File: config.mk
export PLATFORM = sky130hd
export DESIGN_NAME = gaussian_stream_wrapper
export DESIGN_NICKNAME = d
export VERILOG_FILES = /design/src/rtl/gaussian_stream_wrapper.sv
export SDC_FILE = /design/constraint.sdc
export NUM_CORES = 1
export LEC_CHECK = 0
export ABC_AREA = 0
export BUFFER_PORTS_ARGS = -buffer_cell sky130_fd_sc_hd__buf_2
export CELL_PAD_IN_SITES_DETAIL_PLACEMENT = 0
export CELL_PAD_IN_SITES_GLOBAL_PLACEMENT = 1
export CORE_MARGIN = 8
export CORE_UTILIZATION = 48
export DETAILED_ROUTE_END_ITERATION = 12
export PLACE_DENSITY_LB_ADDON = 0.1
export SLEW_MARGIN = 20
export SYNTH_ARGS = -nofsm -noshare
export SYNTH_HDL_FRONTEND = slang
export SYNTH_SLANG_ARGS = --single-unit
File: constraint.sdc
create_clock -name clk -period 8.5 [get_ports clk]
set_clock_uncertainty 0.2 [all_clocks]
set_input_delay 0.85 -clock clk [delete_from_list [all_inputs] [get_ports clk]]
set_output_delay 0.85 -clock clk [all_outputs]
set_load 0.01 [all_outputs]
File: src/rtl/gaussian_stream_wrapper.sv
`default_nettype none
// ============================================================================
// Module   : gaussian_stream_wrapper
// Purpose  : Frame-aware valid/ready wrapper around a fixed-latency Gaussian
//            core: drops warm-up results, flushes the tail, buffers in a FIFO.
// Revision : 1.0
// ============================================================================
module gaussian_stream_wrapper #(
  parameter int DW         = 8,
  parameter int IMG_W      = 640,
  parameter int IMG_H      = 480,
  parameter int KSIZE      = 5,
  parameter int CORE_LAT   = 2,
  parameter int FIFO_DEPTH = 16
) (
  input  logic                        clk,
  input  logic                        rst,
  input  logic                        in_valid,
  input  logic                        in_sof,
  input  logic [DW-1:0]               in_data,
  output logic                        in_ready,
  output logic                        core_en,
  output logic [DW-1:0]               core_din,
  input  logic [DW-1:0]               core_dout,
  output logic                        out_valid,
  output logic [DW-1:0]               out_data,
  input  logic                        out_ready,
  output logic [$clog2(FIFO_DEPTH):0] fifo_level,
  output logic                        frame_done,
  output logic                        sof_err
);

  localparam int C_PRIME = (KSIZE/2)*IMG_W + KSIZE/2 + CORE_LAT;
  localparam int C_NPIX  = IMG_W*IMG_H;
  localparam int C_PIX_W = $clog2(C_NPIX+1);
  localparam int C_PRM_W = $clog2(C_PRIME+1);
  localparam int C_AW    = $clog2(FIFO_DEPTH);
  localparam int C_LW    = C_AW + 1;

  localparam logic [C_PIX_W-1:0] C_PIX_LAST = C_PIX_W'(C_NPIX-1);
  localparam logic [C_PRM_W-1:0] C_PRM_LAST = C_PRM_W'(C_PRIME-1);
  localparam logic [C_LW-1:0]    C_FULL     = C_LW'(FIFO_DEPTH);

  generate
    if ((C_PRIME >= C_NPIX) || (KSIZE < 3) || (KSIZE % 2 == 0) ||
        (FIFO_DEPTH < 2) || ((1 << C_AW) != FIFO_DEPTH)) begin : g_bad_params
      $error("gaussian_stream_wrapper: illegal parameter combination");
    end
  endgenerate

  typedef enum logic [1:0] {
    S_IDLE   = 2'd0,
    S_PRIME  = 2'd1,
    S_STREAM = 2'd2,
    S_FLUSH  = 2'd3
  } state_t;

  state_t               state_q, state_d;
  logic [C_PIX_W-1:0]   pix_q, pix_d;
  logic [C_PRM_W-1:0]   prm_q, prm_d;      // prime count, reused as flush count
  logic                 sof_err_q, sof_err_d;
  logic                 done_q, done_d;
  logic [C_AW-1:0]      wr_ptr_q, wr_ptr_d, rd_ptr_q, rd_ptr_d;
  logic [C_LW-1:0]      level_q, level_d;
  logic [DW-1:0]        mem_q [FIFO_DEPTH];
  logic [DW-1:0]        mem_d [FIFO_DEPTH];

  logic                 full, ready, step_en, push, pop;
  logic [DW-1:0]        step_din;

  assign full = (level_q == C_FULL);

  always_comb begin
    state_d   = state_q;
    pix_d     = pix_q;
    prm_d     = prm_q;
    sof_err_d = sof_err_q;
    done_d    = 1'b0;
    ready     = 1'b0;
    step_en   = 1'b0;
    step_din  = '0;
    push      = 1'b0;
    case (state_q)
      S_IDLE: begin
        ready = 1'b1;
        if (in_valid) begin
          if (in_sof) begin
            step_en  = 1'b1;
            step_din = in_data;
            state_d  = S_PRIME;
            pix_d    = C_PIX_W'(1);
            prm_d    = C_PRM_W'(1);
          end else begin
            sof_err_d = 1'b1;
          end
        end
      end
      S_PRIME, S_STREAM: begin
        ready = !full;
        if (in_valid && !full) begin
          step_en  = 1'b1;
          step_din = in_data;
          // An early SOF restarts priming; the restart pixel is pixel 1, not an output.
          if (in_sof) begin
            sof_err_d = 1'b1;
            state_d   = S_PRIME;
            pix_d     = C_PIX_W'(1);
            prm_d     = C_PRM_W'(1);
          end else if (state_q == S_PRIME) begin
            pix_d = pix_q + C_PIX_W'(1);
            prm_d = prm_q + C_PRM_W'(1);
            if (prm_q == C_PRM_LAST) state_d = S_STREAM;
          end else begin
            push  = 1'b1;
            pix_d = pix_q + C_PIX_W'(1);
            if (pix_q == C_PIX_LAST) begin
              state_d = S_FLUSH;
              prm_d   = '0;
            end
          end
        end
      end
      S_FLUSH: begin
        if (!full) begin
          step_en = 1'b1;
          push    = 1'b1;
          prm_d   = prm_q + C_PRM_W'(1);
          if (prm_q == C_PRM_LAST) begin
            done_d  = 1'b1;
            state_d = S_IDLE;
            prm_d   = '0;
            pix_d   = '0;
          end
        end
      end
      default: state_d = S_IDLE;
    endcase
  end

  // Core result is sampled before the shift, so push and core_en share a cycle.
  always_comb begin
    pop      = (level_q != '0) && out_ready;
    mem_d    = mem_q;
    wr_ptr_d = wr_ptr_q;
    rd_ptr_d = rd_ptr_q;
    level_d  = level_q;
    if (push) begin
      mem_d[wr_ptr_q] = core_dout;
      wr_ptr_d        = wr_ptr_q + C_AW'(1);
    end
    if (pop) rd_ptr_d = rd_ptr_q + C_AW'(1);
    case ({push, pop})
      2'b10:   level_d = level_q + C_LW'(1);
      2'b01:   level_d = level_q - C_LW'(1);
      default: level_d = level_q;
    endcase
  end

  always_ff @(posedge clk or negedge rst) begin
    if (!rst) begin
      state_q   <= S_IDLE;
      pix_q     <= '0;
      prm_q     <= '0;
      sof_err_q <= 1'b0;
      done_q    <= 1'b0;
      wr_ptr_q  <= '0;
      rd_ptr_q  <= '0;
      level_q   <= '0;
      mem_q     <= '{default: '0};
    end else begin
      state_q   <= state_d;
      pix_q     <= pix_d;
      prm_q     <= prm_d;
      sof_err_q <= sof_err_d;
      done_q    <= done_d;
      wr_ptr_q  <= wr_ptr_d;
      rd_ptr_q  <= rd_ptr_d;
      level_q   <= level_d;
      mem_q     <= mem_d;
    end
  end

  // Handshake outputs are gated so they drop the moment reset is asserted.
  assign in_ready   = rst & ready;
  assign core_en    = rst & step_en;
  assign core_din   = rst ? step_din : '0;
  assign out_valid  = (level_q != '0);
  assign out_data   = mem_q[rd_ptr_q];
  assign fifo_level = level_q;
  assign frame_done = done_q;
  assign sof_err    = sof_err_q;

endmodule
`default_nettype wire

-- After elaboration in Yosys (flattened, before gate mapping)
Cells that the tools add are included.
Widths: inputs -> output; s select.
- flip-flop bits (word level): 175
- input bits: 21
- output and inout bits: 26
- logic and storage cells: 123
- $add $sub $neg: 6
- order comparisons: 3
- equality and inequality tests: 17
- muxes and demuxes: 56
- bitwise operators: 4
- reductions and logical operators: 13
- operators by type and width (kind ; number):
    $bwmux 128 ; 1
    $mux 19 ; 6
    $mux 11 ; 8
    $pmux 19 s3 ; 1
    $mux 8 ; 7
    $pmux 11 s3 ; 1
    $bmux 8 s4 ; 1
    $demux 8 s4 ; 1
    $add 19x1->19 const B ; 1
    $eq 19x19->1 const B ; 1
    $mux 2 ; 9
    $pmux 8 s2 ; 1
    $reduce_and 5->1 ; 3
    $mux 1 ; 14
    $ne 2x2->1 const B ; 7
    $add 11x1->11 const B ; 1
    $eq 11x11->1 const B ; 1
    $ge 5x5->1 const B ; 2
    $not 4->5 ; 2
    $pmux 5 s2 ; 1
    $add 4x1->4 const B ; 2
    $ne 4x4->1 const B ; 2
    $reduce_and 7->1 ; 1
    $eq 2x2->1 const B ; 3
    other kinds (15) ; 22

-- Depth between registers and ports, before layout
- depth in word-level cells: 7
- mapped depth: 13
- gate-level depth less buffers: 13

-- Worst setup path before layout
Ideal clock, no wire load.
- path type: register to output
- start point: register rd_ptr_q[0]
- end point: output out_data[0]
- arrival: 2.252 ns
- data required time: 7.450 ns
- setup slack: 5.198 ns
- stages on the path, launching flop included: 5
- buffers on the path: 2
- cell sequence: dfrtp_1 -> clkbuf_1 -> buf_1 -> mux4_2 -> mux4_2
- cells in the longest elaborated chain, start to end: 4
- RTL lines (element ; line ; text):
    start, declared ; 63 ; logic [C_AW-1:0] wr_ptr_q, wr_ptr_d, rd_ptr_q, rd_ptr_d;
    start signal, assigned ; 177 ; rd_ptr_q <= rd_ptr_d;
    $not 4->5 (not written as such) ; 188 ; assign out_data = mem_q[rd_ptr_q];
    $bmux 8 s4 ; 188 ;
    $mux 8 (not written as such) (2 in series) ; 188 ;
    end, declared ; 26 ; output logic [DW-1:0] out_data,
Every way passes these cells. The select of a mux whose other input is x is not followed.

-- Worst setup path after layout
- start point: register rd_ptr_q[0]
- end point: output out_data[3]
Same word-level chain as after synthesis.

==> flow_metrics.env <==
export IMPL_outcome="finished clean"
export IMPL_fraction_of_synthesized_area_in_multiplexers_pct=27.4
export IMPL_fraction_of_the_mapped_netlist_area_in_compound_gates_pct=7.73
export IMPL_end_kind="primary output"
export IMPL_clock_pin_slew_worst_setup_and_hold_paths_ns=0.07
export IMPL_worst_pin_slew_ns=0.923
export IMPL_vdd_ir_drop_max_v=0.000185
export IMPL_antenna_cells=0
export IMPL_pin_count_of_the_biggest_net_entering_global_routing=74
export IMPL_routed_wl_mm=18.6
export IMPL_unrepaired_setup_endpoints_after_global_routing="false"
export IMPL_seqPwrFrac_pct=41.5
export IMPL_synth_area_leader_cell="sky130_fd_sc_hd__dfrtp_1"
export IMPL_leakagePower_uw=0.00417
export IMPL_power_uw=3520
export IMPL_grt_antenna_before_repair=0
export IMPL_slowest_delay_ns=0.73
export IMPL_postSynthCellCount=653
export IMPL_routed_via_count=5428
export IMPL_maxSlewHeadroom_pct=37.9
export IMPL_synthesis_yosys_warnings=0
export IMPL_clkPwrFrac_pct=21.3
export IMPL_drt_antenna_violating_nets=0
export IMPL_clk_root_buffer_cell="sky130_fd_sc_hd__clkbuf_16"
export IMPL_cellInternalPower_uw=2370
export IMPL_swShare_pct=32.6
export IMPL_final_cell_mix="174 x sky130_fd_sc_hd__dfrtp_1, 130 x sky130_fd_sc_hd__mux2_2, 45 x sky130_fd_sc_hd__buf_2"
export IMPL_initialDrtViolationCount=278
export IMPL_synth_seq_area_share_pct=50.5
export IMPL_cts_tree="done"
export IMPL_clock_latency_ns=0.42
export IMPL_post_route_cells_drive_above_1_share_pct=38.3
export IMPL_coreArea_um2=17800
export IMPL_worst_hold_check_path_type="input pin to async pin"
export IMPL_die_area_um2=22600
export IMPL_critPathBufInv=2
export IMPL_synthesis_area_per_instance_um2=13.3
export IMPL_power_density_nw_per_um2=365
export IMPL_synth_seq_cells=175
export IMPL_design_final_nets=723
export IMPL_core_rowCount=49
export IMPL_synth_edf_count=0
export IMPL_grt_remaining_overflow=0
export IMPL_fin_util_pct=54.0
export IMPL_maxCapViolCount=0
export IMPL_final_period_minus_worst_setup_slack_ns=3.90
export IMPL_final_setup_tns_ns=0
export IMPL_die_width_um=150
export IMPL_first_pass_iters=5
export IMPL_cp_required_ns=7.45
export IMPL_gp_routability_congestion=0.817
export IMPL_grt_pass1_vias=5819
export IMPL_tritoncts_sinks=175
export IMPL_slew_violations=0
export IMPL_ys_top_cells_by_area="sky130_fd_sc_hd__dfrtp_1 50%, sky130_fd_sc_hd__mux2_2 17%, sky130_fd_sc_hd__mux4_2 10%"
export IMPL_main_combinational_cell_family_by_area_after_synthesis="multiplexers"
export IMPL_floorplan_initialDensity_pct=48.6
export IMPL_final_setup_viol_count=0
export IMPL_worstSetupPathType="flip-flop to primary output"
export IMPL_routed_via_density=5.86
export IMPL_io_pins=47
export IMPL_placedCellCount=895
export IMPL_synthesis_nets=691
export IMPL_yosys_area_share_simple_pct=8.20
export IMPL_share_of_flip_flops_with_an_asynchronous_set_or_reset_after_synthesis_pct=100
export IMPL_fmax_mhz=256
export IMPL_post_synth_instance_area_um2=8670
export IMPL_post_route_drc_count=0
export IMPL_share_of_the_synthesized_area_in_the_top_cell_type_pct=50.5
export IMPL_synthXorXnorAreaFrac_pct=1.01
export IMPL_cts_root_to_sink_buffers=2
export IMPL_holdBufCountCts=0
export IMPL_switching_power_uw=1140
export IMPL_instances_no_fill=927
export IMPL_synth_adder_area_share_pct=2.54
export IMPL_whs_ns=0.179
export IMPL_critPathMaxFanout=20
export IMPL_worst_path_most_repeated_cell="sky130_fd_sc_hd__mux4_2"
export IMPL_critical_path_slowest_cell="sky130_fd_sc_hd__dfrtp_2"
export IMPL_post_route_period_util_pct=45.9
export IMPL_comb_power_share_pct=37.3
export IMPL_storage_element_area_um2=4380
export IMPL_filler_cell_count=1494
export IMPL_ys_flop_type="sky130_fd_sc_hd__dfrtp_1"
export IMPL_grt_pass1_wl_mm=31.2
export IMPL_timing_critical_path_cells="buf_4 > mux4_2 > mux4_2 > buf_2"
export IMPL_postCtsSetupRepairBufs=0
export IMPL_layout_area_overhead_vs_synth_pct=11.2
export IMPL_ys_types=60
export IMPL_cts_h_tree_depth=4
export IMPL_hold_fails_final_rpt=0
export IMPL_crit_family="multiplexers"
export IMPL_wire_per_inst_um=20.1
export IMPL_final_common_cell="sky130_fd_sc_hd__dfrtp_1"
export IMPL_groute_usage_overall_pct=17.8
export IMPL_post_dp_hpwl_mm=12.5
export IMPL_cts_repair_resize_count=0
export IMPL_cp_data_arrival_time_ns=2.85
export IMPL_area_taken_by_multi_input_logic_gates_um2=4070
export IMPL_cts_inserted_buffers=17
export IMPL_crit_path_start_kind="flip-flop"
export IMPL_numPortBuffers=46
export IMPL_die_outline_height_um=150
## worst paths after layout
check,cells past startpoint,slack (ns),end,startpoint
max in group asynchronous,2,6.61,mem_q[59],rst
min in group clk,1,0.25,sof_err,sof_err
worst max register to register,12,4.98,fifo_level[4],state_q[0]
worst min register to register,1,0.25,sof_err,sof_err
worst max-delay path,4,4.60,out_data[3],rd_ptr_q[0]
worst min-delay path,1,0.18,mem_q[57],rst
## flip-flops by register name, indices dropped and copies added (netlist names)
signal and cells:
fifo_level 5, frame_done 1, mem_q 128, pix_q 19, prm_q 11, rd_ptr_q 4, sof_err 1, state_q 2
wr_ptr_q 4
## synthesized netlist by cell type (6+ instances only)
cell type / n
sky130_fd_sc_hd__o21ai_0: 31
sky130_fd_sc_hd__nor2_1: 21
sky130_fd_sc_hd__clkbuf_1: 28
sky130_fd_sc_hd__and3_1: 6
sky130_fd_sc_hd__o31ai_1: 12
sky130_fd_sc_hd__mux4_2: 40
sky130_fd_sc_hd__and2_1: 11
sky130_fd_sc_hd__dfrtp_1: 175
sky130_fd_sc_hd__mux2_2: 130
sky130_fd_sc_hd__a21oi_1: 10
sky130_fd_sc_hd__a211o_1: 6
sky130_fd_sc_hd__nand3_1: 17
sky130_fd_sc_hd__inv_1: 18
sky130_fd_sc_hd__ha_1: 16
sky130_fd_sc_hd__a22o_1: 7
sky130_fd_sc_hd__a31oi_1: 7
sky130_fd_sc_hd__xnor2_1: 6
sky130_fd_sc_hd__nand2_1: 31
## kinds of logic (layout without fill, tap and decap cells)
group	count (synthesis)	in the layout
flip-flops	175	175
multiplexers	171	171
AND/OR/NAND/NOR	128	128
AO/OA/AOI/OAI	96	96
buffers and inverters	56	101
adder cells (fa/ha/maj)	17	17
XOR/XNOR	10	10
## layout make-up
class,instances,share of cell area (%)
clock inverters,14,1.27
well taps,229,2.97
clock buffers,18,4.56
multi-input cells,422,42.2
repair buffers,51,2.84
inverters,18,0.701
flip-flops and latches,175,45.4
## power groups by stage
stage / clock network (uW) / logic (uW) / registers, uW
2_1_floorplan: 0 / 1080 / 1350
3_3_place_gp: 0 / 1290 / 1460
3_5_place_dp: 0 / 1330 / 1470
4_1_cts: 770 / 1330 / 1460
5_1_grt: 804 / 1430 / 1510
6_report: 747 / 1310 / 1460
## stage by stage
stage	worst slack, ns	instance area, um2
2_1_floorplan	5.20	8670
3_3_place_gp	5.02	9080
3_5_place_dp	4.95	9080
4_1_cts	4.51	9640
5_1_grt	4.40	9640
6_report	4.60	9640
## metal layers
layer | GRT usage [%] | share of wire (%) | vias to the layer above | wire length, um
met5 | 0 | 0 | - | 0
met4 | 4.55 | 0.92 | 0 | 172
met3 | 4.15 | 3.3 | 13 | 616
met2 | 30.5 | 51 | 100 | 9530
met1 | 22.2 | 45 | 2820 | 8320
li1 | - | - | 2495 | -
Note: power is estimated with default switching activity, not from simulation.
